==> config.mk <==
export PLATFORM = sky130hd
export DESIGN_NAME = fios_result_collector
export DESIGN_NICKNAME = d
export VERILOG_FILES = /design/src/rtl/fios_pkg.sv /design/src/rtl/fios_result_collector_limb_sub.sv /design/src/rtl/fios_result_collector.sv
export SDC_FILE = /design/constraint.sdc
export NUM_CORES = 2
export LEC_CHECK = 0
export CAP_MARGIN = 40
export CORE_MARGIN = 3
export CORE_UTILIZATION = 40
export CTS_CLUSTER_DIAMETER = 30
export DETAILED_ROUTE_END_ITERATION = 8
export GPL_TIMING_DRIVEN = 0
export PLACE_DENSITY_LB_ADDON = 0.1
export SYNTH_ARGS = -nofsm -noshare
export SYNTH_HDL_FRONTEND = slang
export SYNTH_SLANG_ARGS = --single-unit
==> constraint.sdc <==
create_clock -name clock_i -period 74.9 [get_ports clock_i]
set_input_delay 14.98 -clock clock_i [delete_from_list [all_inputs] [get_ports clock_i]]
set_output_delay 14.98 -clock clock_i [all_outputs]
set_load 0.02 [all_outputs]
==> src/rtl/fios_pkg.sv <==
`timescale 1ns/1ps
`default_nettype none
// ============================================================================
//  Module  : fios_pkg
//  Brief   : Shared limb width, collector state encoding and index-width
//            helper for the FIOS result collector.
//  Revision: 1.0  initial release
// ============================================================================
package fios_pkg;

    localparam int LIMB_W = 17;

    typedef enum logic [1:0] {
        ST_IDLE    = 2'd0,
        ST_COLLECT = 2'd1,
        ST_OUT     = 2'd2
    } coll_state_t;

    // Width of a limb index for s limbs; never narrower than one bit.
    function automatic int limb_idx_w(input int s);
        return (s > 1) ? $clog2(s) : 1;
    endfunction

endpackage
`default_nettype wire

==> src/rtl/fios_result_collector_limb_sub.sv <==
`timescale 1ns/1ps
`default_nettype none
// ============================================================================
//  Module  : limb_sub
//  Brief   : Combinational 17-bit subtractor with borrow-in / borrow-out,
//            one step of the limb-serial T - p subtraction.
//  Revision: 1.0  initial release
// ============================================================================
module limb_sub
    import fios_pkg::*;
(
    input  logic [LIMB_W-1:0] a,
    input  logic [LIMB_W-1:0] b,
    input  logic              bin,
    output logic [LIMB_W-1:0] diff,
    output logic              bout
);

    // One extra bit on the left catches the borrow out of the limb.
    assign {bout, diff} = {1'b0, a} - {1'b0, b} - {{LIMB_W{1'b0}}, bin};

endmodule
`default_nettype wire

==> src/rtl/fios_result_collector.sv <==
`timescale 1ns/1ps
`default_nettype none
// ============================================================================
//  Module  : fios_result_collector
//  Brief   : Collects FIOS result limbs LSB first, subtracts the modulus
//            limb-serially on the fly and emits T mod p (T < 2p) as one
//            parallel word over a valid/ready handshake.
//  Revision: 1.0  initial release
// ============================================================================
module fios_result_collector
    import fios_pkg::*;
#(
    parameter  int S = 16,
    localparam int W = LIMB_W * S
)(
    input  logic              clock_i,
    input  logic              reset_i,
    input  logic [W-1:0]      p_i,
    input  logic              res_valid_i,
    input  logic [LIMB_W-1:0] res_limb_i,
    input  logic              res_last_i,
    input  logic              res_msb_i,
    output logic              res_ready_o,
    output logic [W-1:0]      result_o,
    output logic              result_valid_o,
    input  logic              result_ready_i,
    output logic              err_o
);

    localparam int            KW     = limb_idx_w(S);
    localparam logic [KW-1:0] K_LAST = KW'(S - 1);
    localparam int            LO_W   = W - LIMB_W;

    coll_state_t          state;
    coll_state_t          state_nxt;
    logic [KW-1:0]        k;
    logic                 borrow;

    // Only the lower S-1 limbs are stored; the top limb is taken straight
    // from the input on the cycle the word is assembled.
    logic [LO_W-1:0]      t_lo;
    logic [LO_W-1:0]      d_lo;

    logic [LIMB_W-1:0]    p_limbs [S];
    logic [LIMB_W-1:0]    diff;
    logic                 bin;
    logic                 bout;
    int                   limb_base;

    logic                 accept;
    logic                 at_last;
    logic                 early_last;
    logic                 finish_op;
    logic                 handshake;
    logic                 select_d;

    for (genvar i = 0; i < S; i++) begin : g_plimb
        assign p_limbs[i] = p_i[i*LIMB_W +: LIMB_W];
    end

    assign accept     = res_valid_i & res_ready_o;
    assign at_last    = (k == K_LAST);
    assign early_last = accept & res_last_i & ~at_last;
    // Reaching the final index completes the word even if last is missing.
    assign finish_op  = accept & at_last;
    assign handshake  = result_valid_o & result_ready_i;
    assign bin        = (k == '0) ? 1'b0 : borrow;
    // D is the reduced value unless T < p, i.e. no overflow bit and a final borrow.
    assign select_d   = res_msb_i | ~bout;
    assign limb_base  = int'(k) * LIMB_W;

    limb_sub u_limb_sub (
        .a    (res_limb_i),
        .b    (p_limbs[k]),
        .bin  (bin),
        .diff (diff),
        .bout (bout)
    );

    // State register; limb acceptance is offered whenever the next state is not OUT.
    always_ff @(posedge clock_i or posedge reset_i) begin
        if (reset_i) begin
            state       <= ST_IDLE;
            res_ready_o <= 1'b0;
        end else begin
            state       <= state_nxt;
            res_ready_o <= (state_nxt != ST_OUT);
        end
    end

    // Next-state logic for the collect / output sequence.
    always_comb begin
        state_nxt = state;
        case (state)
            ST_IDLE, ST_COLLECT: begin
                if (finish_op) begin
                    state_nxt = ST_OUT;
                end else if (early_last) begin
                    state_nxt = ST_IDLE;
                end else if (accept) begin
                    state_nxt = ST_COLLECT;
                end
            end
            ST_OUT: begin
                if (handshake) begin
                    state_nxt = ST_IDLE;
                end
            end
            default: state_nxt = ST_IDLE;
        endcase
    end

    // Limb capture, running borrow, result load and sticky protocol error.
    always_ff @(posedge clock_i or posedge reset_i) begin
        if (reset_i) begin
            k              <= '0;
            borrow         <= 1'b0;
            t_lo           <= '0;
            d_lo           <= '0;
            result_o       <= '0;
            result_valid_o <= 1'b0;
            err_o          <= 1'b0;
        end else begin
            if (res_valid_i && !res_ready_o) begin
                err_o <= 1'b1;
            end
            if (handshake) begin
                result_valid_o <= 1'b0;
            end
            if (accept) begin
                if (early_last) begin
                    err_o  <= 1'b1;
                    k      <= '0;
                    borrow <= 1'b0;
                end else if (at_last) begin
                    if (!res_last_i) begin
                        err_o <= 1'b1;
                    end
                    k              <= '0;
                    borrow         <= 1'b0;
                    result_o       <= select_d ? {diff, d_lo} : {res_limb_i, t_lo};
                    result_valid_o <= 1'b1;
                end else begin
                    t_lo[limb_base +: LIMB_W] <= res_limb_i;
                    d_lo[limb_base +: LIMB_W] <= diff;
                    borrow                    <= bout;
                    k                         <= k + KW'(1);
                end
            end
        end
    end

endmodule
`default_nettype wire
-- After elaboration in Yosys (flattened, before gate mapping)
Index checks and enable logic that the tools add are counted.
- register bits after elaboration: 792
- input port bits: 295
- output and inout port bits: 275
- logic and storage cells: 64
- $add $sub $neg: 4
- $mul: 1
- order comparisons: 1
- equal/unequal tests: 4
- shift-type cells: 3
- muxes and demuxes: 25
- bitwise operators: 10
- reductions and logical operators: 7
- operators with widths (cell ; number):
    bitwise mux 255 bit ; 2
    indexed part select 17 x 33 -> 255 bit ; 2
    2-to-1 mux 272 bit ; 1
    variable shift 17 x 33 -> 255 bit (first input constant) ; 1
    binary-select mux 17 bit (select 4 bit) ; 1
    2-to-1 mux 17 bit ; 2
    negator 9 -> 33 bit ; 1
    subtractor 17 x 17 -> 18 bit ; 1
    subtractor 18 x 1 -> 18 bit ; 1
    2-to-1 mux 1 bit ; 12
    multiplier 4 x 5 -> 9 bit (second input constant) ; 1
    2-to-1 mux 2 bit ; 4
    2-to-1 mux 4 bit ; 2
    AND reduction 3 bit ; 2
    bitwise AND 1 bit ; 5
    greater-or-equal comparator 5 bit (second input constant) ; 1
    inverter 4 -> 5 bit ; 1
    adder 4 x 1 -> 4 bit (second input constant) ; 1
    == test 4 bit (second input constant) ; 1
    logical NOT 4 bit ; 1
    case mux 2 bit (2 select lines) ; 1
    inverter 1 bit ; 3
    == test 2 x 1 -> 1 bit (second input constant) ; 1
    == test 2 bit (second input constant) ; 1
    6 further kinds ; 6

-- Depth between registers and ports, before layout
- word-level depth: 9
- gate-level depth with buffers: 19
- gate-level depth less buffers: 16

-- By module
A second synthesis with hierarchy kept.
- cell total of the unflattened synthesis: 3206
- area, all modules: 36917.9 um^2
- modules (own cells, without submodules) (module ; instances ; cells each ; area each (um^2) ; seq. area each (um^2)):
    fios_result_collector ; 1 ; 3037 ; 35749.3 ; 19819.0
    limb_sub ; 1 ; 169 ; 1168.6 ; 0.0

-- Worst setup path after synthesis
Ideal clock, no wire load.
- kind: in2reg
- start: input port p_i[255]
- end: register d_lo[50]
- library setup time: 77 ps
- arrival: 18455 ps
- required time: 74823 ps
- slack: 56369 ps
- stages on the path: 13
- buffers on the path: 0
- path through: mux4_2 -> mux4_2 -> fa_1 -> ha_1 -> nor2_1 -> fa_1 -> and3b_1 -> o211ai_1 -> a31oi_1 -> a21oi_1 -> xor2_1 -> nand2_1 -> o21ai_1
- cells in the longest elaborated chain, start to end: 7
- ends and longest elaborated chain (item ; line ; source):
    start, declared ; fios_result_collector.sv:18 ; input logic [W-1:0] p_i,
    binary-select mux 17 bit (select 4 bit) ; fios_result_collector.sv:74 ; .b (p_limbs[k]),
    2-to-1 mux 17 bit (not written as such) (2 in series) ; fios_result_collector.sv:74 ;
    subtractor 17 x 17 -> 18 bit ; fios_result_collector_limb_sub.sv:20 ; assign {bout, diff} = {1'b0, a} - {1'b0, b} - {{LIMB_W{1'b0}}, bin};
    subtractor 18 x 1 -> 18 bit ; fios_result_collector_limb_sub.sv:20 ;
    indexed part select 17 x 33 -> 255 bit ; fios_result_collector.sv:145 ; d_lo[limb_base +: LIMB_W] <= diff;
    bitwise mux 255 bit ; fios_result_collector.sv:145 ;
    end signal, assigned by index ; fios_result_collector.sv:145 ;
    end, declared ; fios_result_collector.sv:42 ; logic [LO_W-1:0] d_lo;
No other way between the ends. The select of a mux whose other input is x is not followed.
A chain may end at the register's enable or synchronous reset.

-- Worst setup path after layout
- start: input port p_i[102]
- end: register d_lo[254]
The elaborated chain is that of the path after synthesis.

==> results.yml <==
power_and_ir_drop:
  leakagePower_nw: 21.00
  pwr-share-clk_pct: 45.7
  powerDensity_nw_per_um2: 31.39
  pwr-share-comb_pct: 20.8
  power.internal_mw: 1.018
  switchingPower_mw: 0.4718
  pwr-share-seq_pct: 33.5
  ir_drop_v: 0.00002023
  switching_share_pct: 31.67
clock_network:
  hold_buffers: 0
  cts_tree: "yes"
  cts.htree.levels: 4
  root_buffer: "clkbuf_16"
  cts_made_buffers: 150
  clockBufferDepth: 3
  cts_resized: 0
  path_clk_slew_ns: 0.04
  post-cts-setup-buffers: 0
  clock_latency_ns: 0.75
  clock-sinks: 792
min_path:
  min_path_type: "reg -> reg"
  hp-start: "state[1]"
global_routing:
  grt-ovfl-total: 0
  antenna_found_initial: 12
  grt_usage_pct: 32.74
  grt_max_degree: 119
  grt_pass1_wl_microns: 212800
  grt_pass1_vias: 31370
cells_and_area:
  instances_no_fill: 5692
  fin_nets: 4748
  area_growth_pct: 37.50
  nFillCells: 7900
  post-route-util_pct: 55.57
  drive_above_1_share_pct: 10.54
worst_setup_path:
  cp_data_arrival_time_ns: 20.22
  startpoint: "p_i[102]"
  cp_slowest_cell: "mux4_2"
  crit_path_end_kind: "register"
  r2r-end: "d_lo[254]"
  crit_path_cell_trace: "clkdlybuf4s50_1 -> mux4_2 -> mux4_2 -> fa_1 -> inv_1 -> ha_1 -> nor2_1 -> fa_1 -> and3b_1 -> o211ai_1 -> a31oi_1 -> a21oi_1 -> xor2_1 -> buf_4 -> nand2_1 -> o21ai_1"
  critPathKind: "in -> reg"
  critical_path.endpoint: "d_lo[254]"
  start_kind: "input pin"
  reg2reg_slack_ns: 68.59
  r2r-start: "k[0]"
  r2r_cells: 18
  slowest_delay_ns: 0.59
  path_max_fanout: 4
  cp_data_required_time_ns: 75.53
route:
  met3_length_microns: 10750
  dr.first_iter.drc_count: 2486
  m1WireLength_microns: 56070
  viasPerCell: 5.482
  wl_per_cell_microns: 26.02
  first_pass_iters: 6
  wl_met2_microns: 71710
  num_vias: 31200
  routed_wl_microns: 148100
  ant_nets: 0
  highest_layer: "met4"
  drcViolationCount: 0
yosys:
  syn-num-nets: 3980
  synth.avg_cell_area_sq_um: 9.467
  synthArstFlopShare_pct: 100.0
  ys_seq_elements: 792
  synthCells: 3646
  yosys.area.top_type: "dfrtp_1"
  ys_seq_area_share_pct: 57.42
  yosys_warnings: 0
  yosys-top-cells-area: "dfrtp_1 57%, nand2_1 10%, a21oi_1 7.9%"
  synth_cell_type_count: 56
  synth_flop_cell: "dfrtp_1"
  synth_most_common_cell: "nand2_1"
  synth_top_cell_area_share_pct: 57.42
  synthTopCellsByCount: "930 x nand2_1, 792 x dfrtp_1, 547 x a21oi_1, 466 x o21ai_0, 290 x nor2_1"
  synthesis.area_sq_um: 34520
  synth_edf_count: 0
sta:
  setup_viol: 0
  fin_crit_sh_pct: 26.15
  hold_viol_final: 0
  timing.slew.headroom_pct: 34.19
  clock.fmax_mhz: 51.06
  finalCriticalPeriod_ns: 19.59
  maxSlewViolCount: 0
  whs_ns: 0.4500
  setup_ws_ns: 55.31
  rsz0062_at_grt: "false"
  finalSetupTns_ns: 0
  fin_skew_ns: 0.03766
  tightest_slew_ns: 0.9840
place:
  gp_congestion: 0.9032
  place_hpwl_microns: 113800
  dp_cells: 5405
  portBuffers: 569
  preCtsSetupSlack_ns: 54.69
job:
  maxCapViolations: 0
floorplanning:
  core_sq_um: 85410
  die_y_microns: 299.8
  dieArea_sq_um: 89850
  die_w_microns: 299.8
  rows: 107
  io_pins: 570
  floorplan.initialDensity_pct: 40.41
run_status:
  outcome: "complete, no violations"
metrics by stage:
stage / instance area (sq um) / total power, mW
2_1_floorplan: 34520 / 0.6534
3_3_place_gp: 41640 / 0.7864
3_5_place_dp: 42240 / 0.8080
5_1_grt: 47450 / 1.540
6_report: 47460 / 1.490
4_1_cts: 47420 / 1.488
worst max-delay path: cells and delay by family:
kind | cells | cell delay [ns]
adders and majority gates | 3 | 1.14
AOI/OAI and AO/OA | 4 | 1.06
and+or+nand+nor | 3 | 0.45
buffers and inverters | 3 | 0.85
xor gates and xnor gates | 1 | 0.59
muxes | 2 | 1.11
layout by cell type, fill, tap and decap left out, types with 14 or more instances in the layout:
master	synthesis	layout
mux4_2	85	85
buf_4	24	48
inv_1	56	55
o21ai_0	466	466
clkbuf_1	171	192
xnor2_1	17	17
clkinv_2	0	27
clkdlybuf4s50_1	0	569
nor2_1	290	290
xor2_1	16	15
buf_1	19	19
dfrtp_1	792	792
clkbuf_8	0	30
ha_1	37	37
nand2_1	930	930
buf_2	51	51
diode_2	0	14
o21ai_1	57	57
a21oi_1	547	547
clkbuf_16	0	150
state kept, by name, summed over array words and instances, names as in the netlist:
register        flops
result_valid_o      1
borrow              1
k                   4
result_o          272
d_lo              255
t_lo              255
state               2
res_ready_o         1
err_o               1
cells by family after synthesis:
group | count (synthesis) | synth area share [%]
buffers and inverters | 323 | 4.002
muxes | 93 | 5.851
DFF | 792 | 57.42
adders and majority gates | 39 | 1.457
and+or+nand+nor | 1266 | 14.17
xor gates and xnor gates | 33 | 0.8374
AOI/OAI and AO/OA | 1100 | 16.27
worst min path at each step:
stage,endpoint,cells past startpoint,slack [ns]
after floorplan,state[0],1,0.43
after global placement,state[0],1,0.44
after detailed placement,state[0],1,0.44
after CTS,state[0],1,0.45
after global routing,d_lo[209],2,0.49
final,state[0],1,0.45
layout make-up:
type	count	area, sq um	area share [%]
Tap cell	1144	1431	3.016
Antenna cell	14	35.03	0.07382
Sequential cell	792	19820	41.76
Buffer	267	1172	2.470
Multi-Input combinational cell	2531	13320	28.07
Clock inverter	70	925.9	1.951
Timing Repair Buffer	616	6287	13.25
Clock buffer	202	4249	8.953
Inverter	56	217.7	0.4587
power by group through the flow:
stage | Clock [mW] | Combinational [mW] | Sequential (mW)
2_1_floorplan | 0 | 0.155 | 0.499
3_3_place_gp | 0 | 0.282 | 0.505
4_1_cts | 0.685 | 0.306 | 0.498
3_5_place_dp | 0 | 0.304 | 0.504
5_1_grt | 0.708 | 0.329 | 0.503
6_report | 0.681 | 0.310 | 0.498
metal layers:
layer  track usage (%)  vias up
met4             19.99        0
met2             53.92     1353
met1             39.47    15640
li1                  -    13900
met3             7.055      313
met5                 0        -
Power figures use the tool's default switching activity.
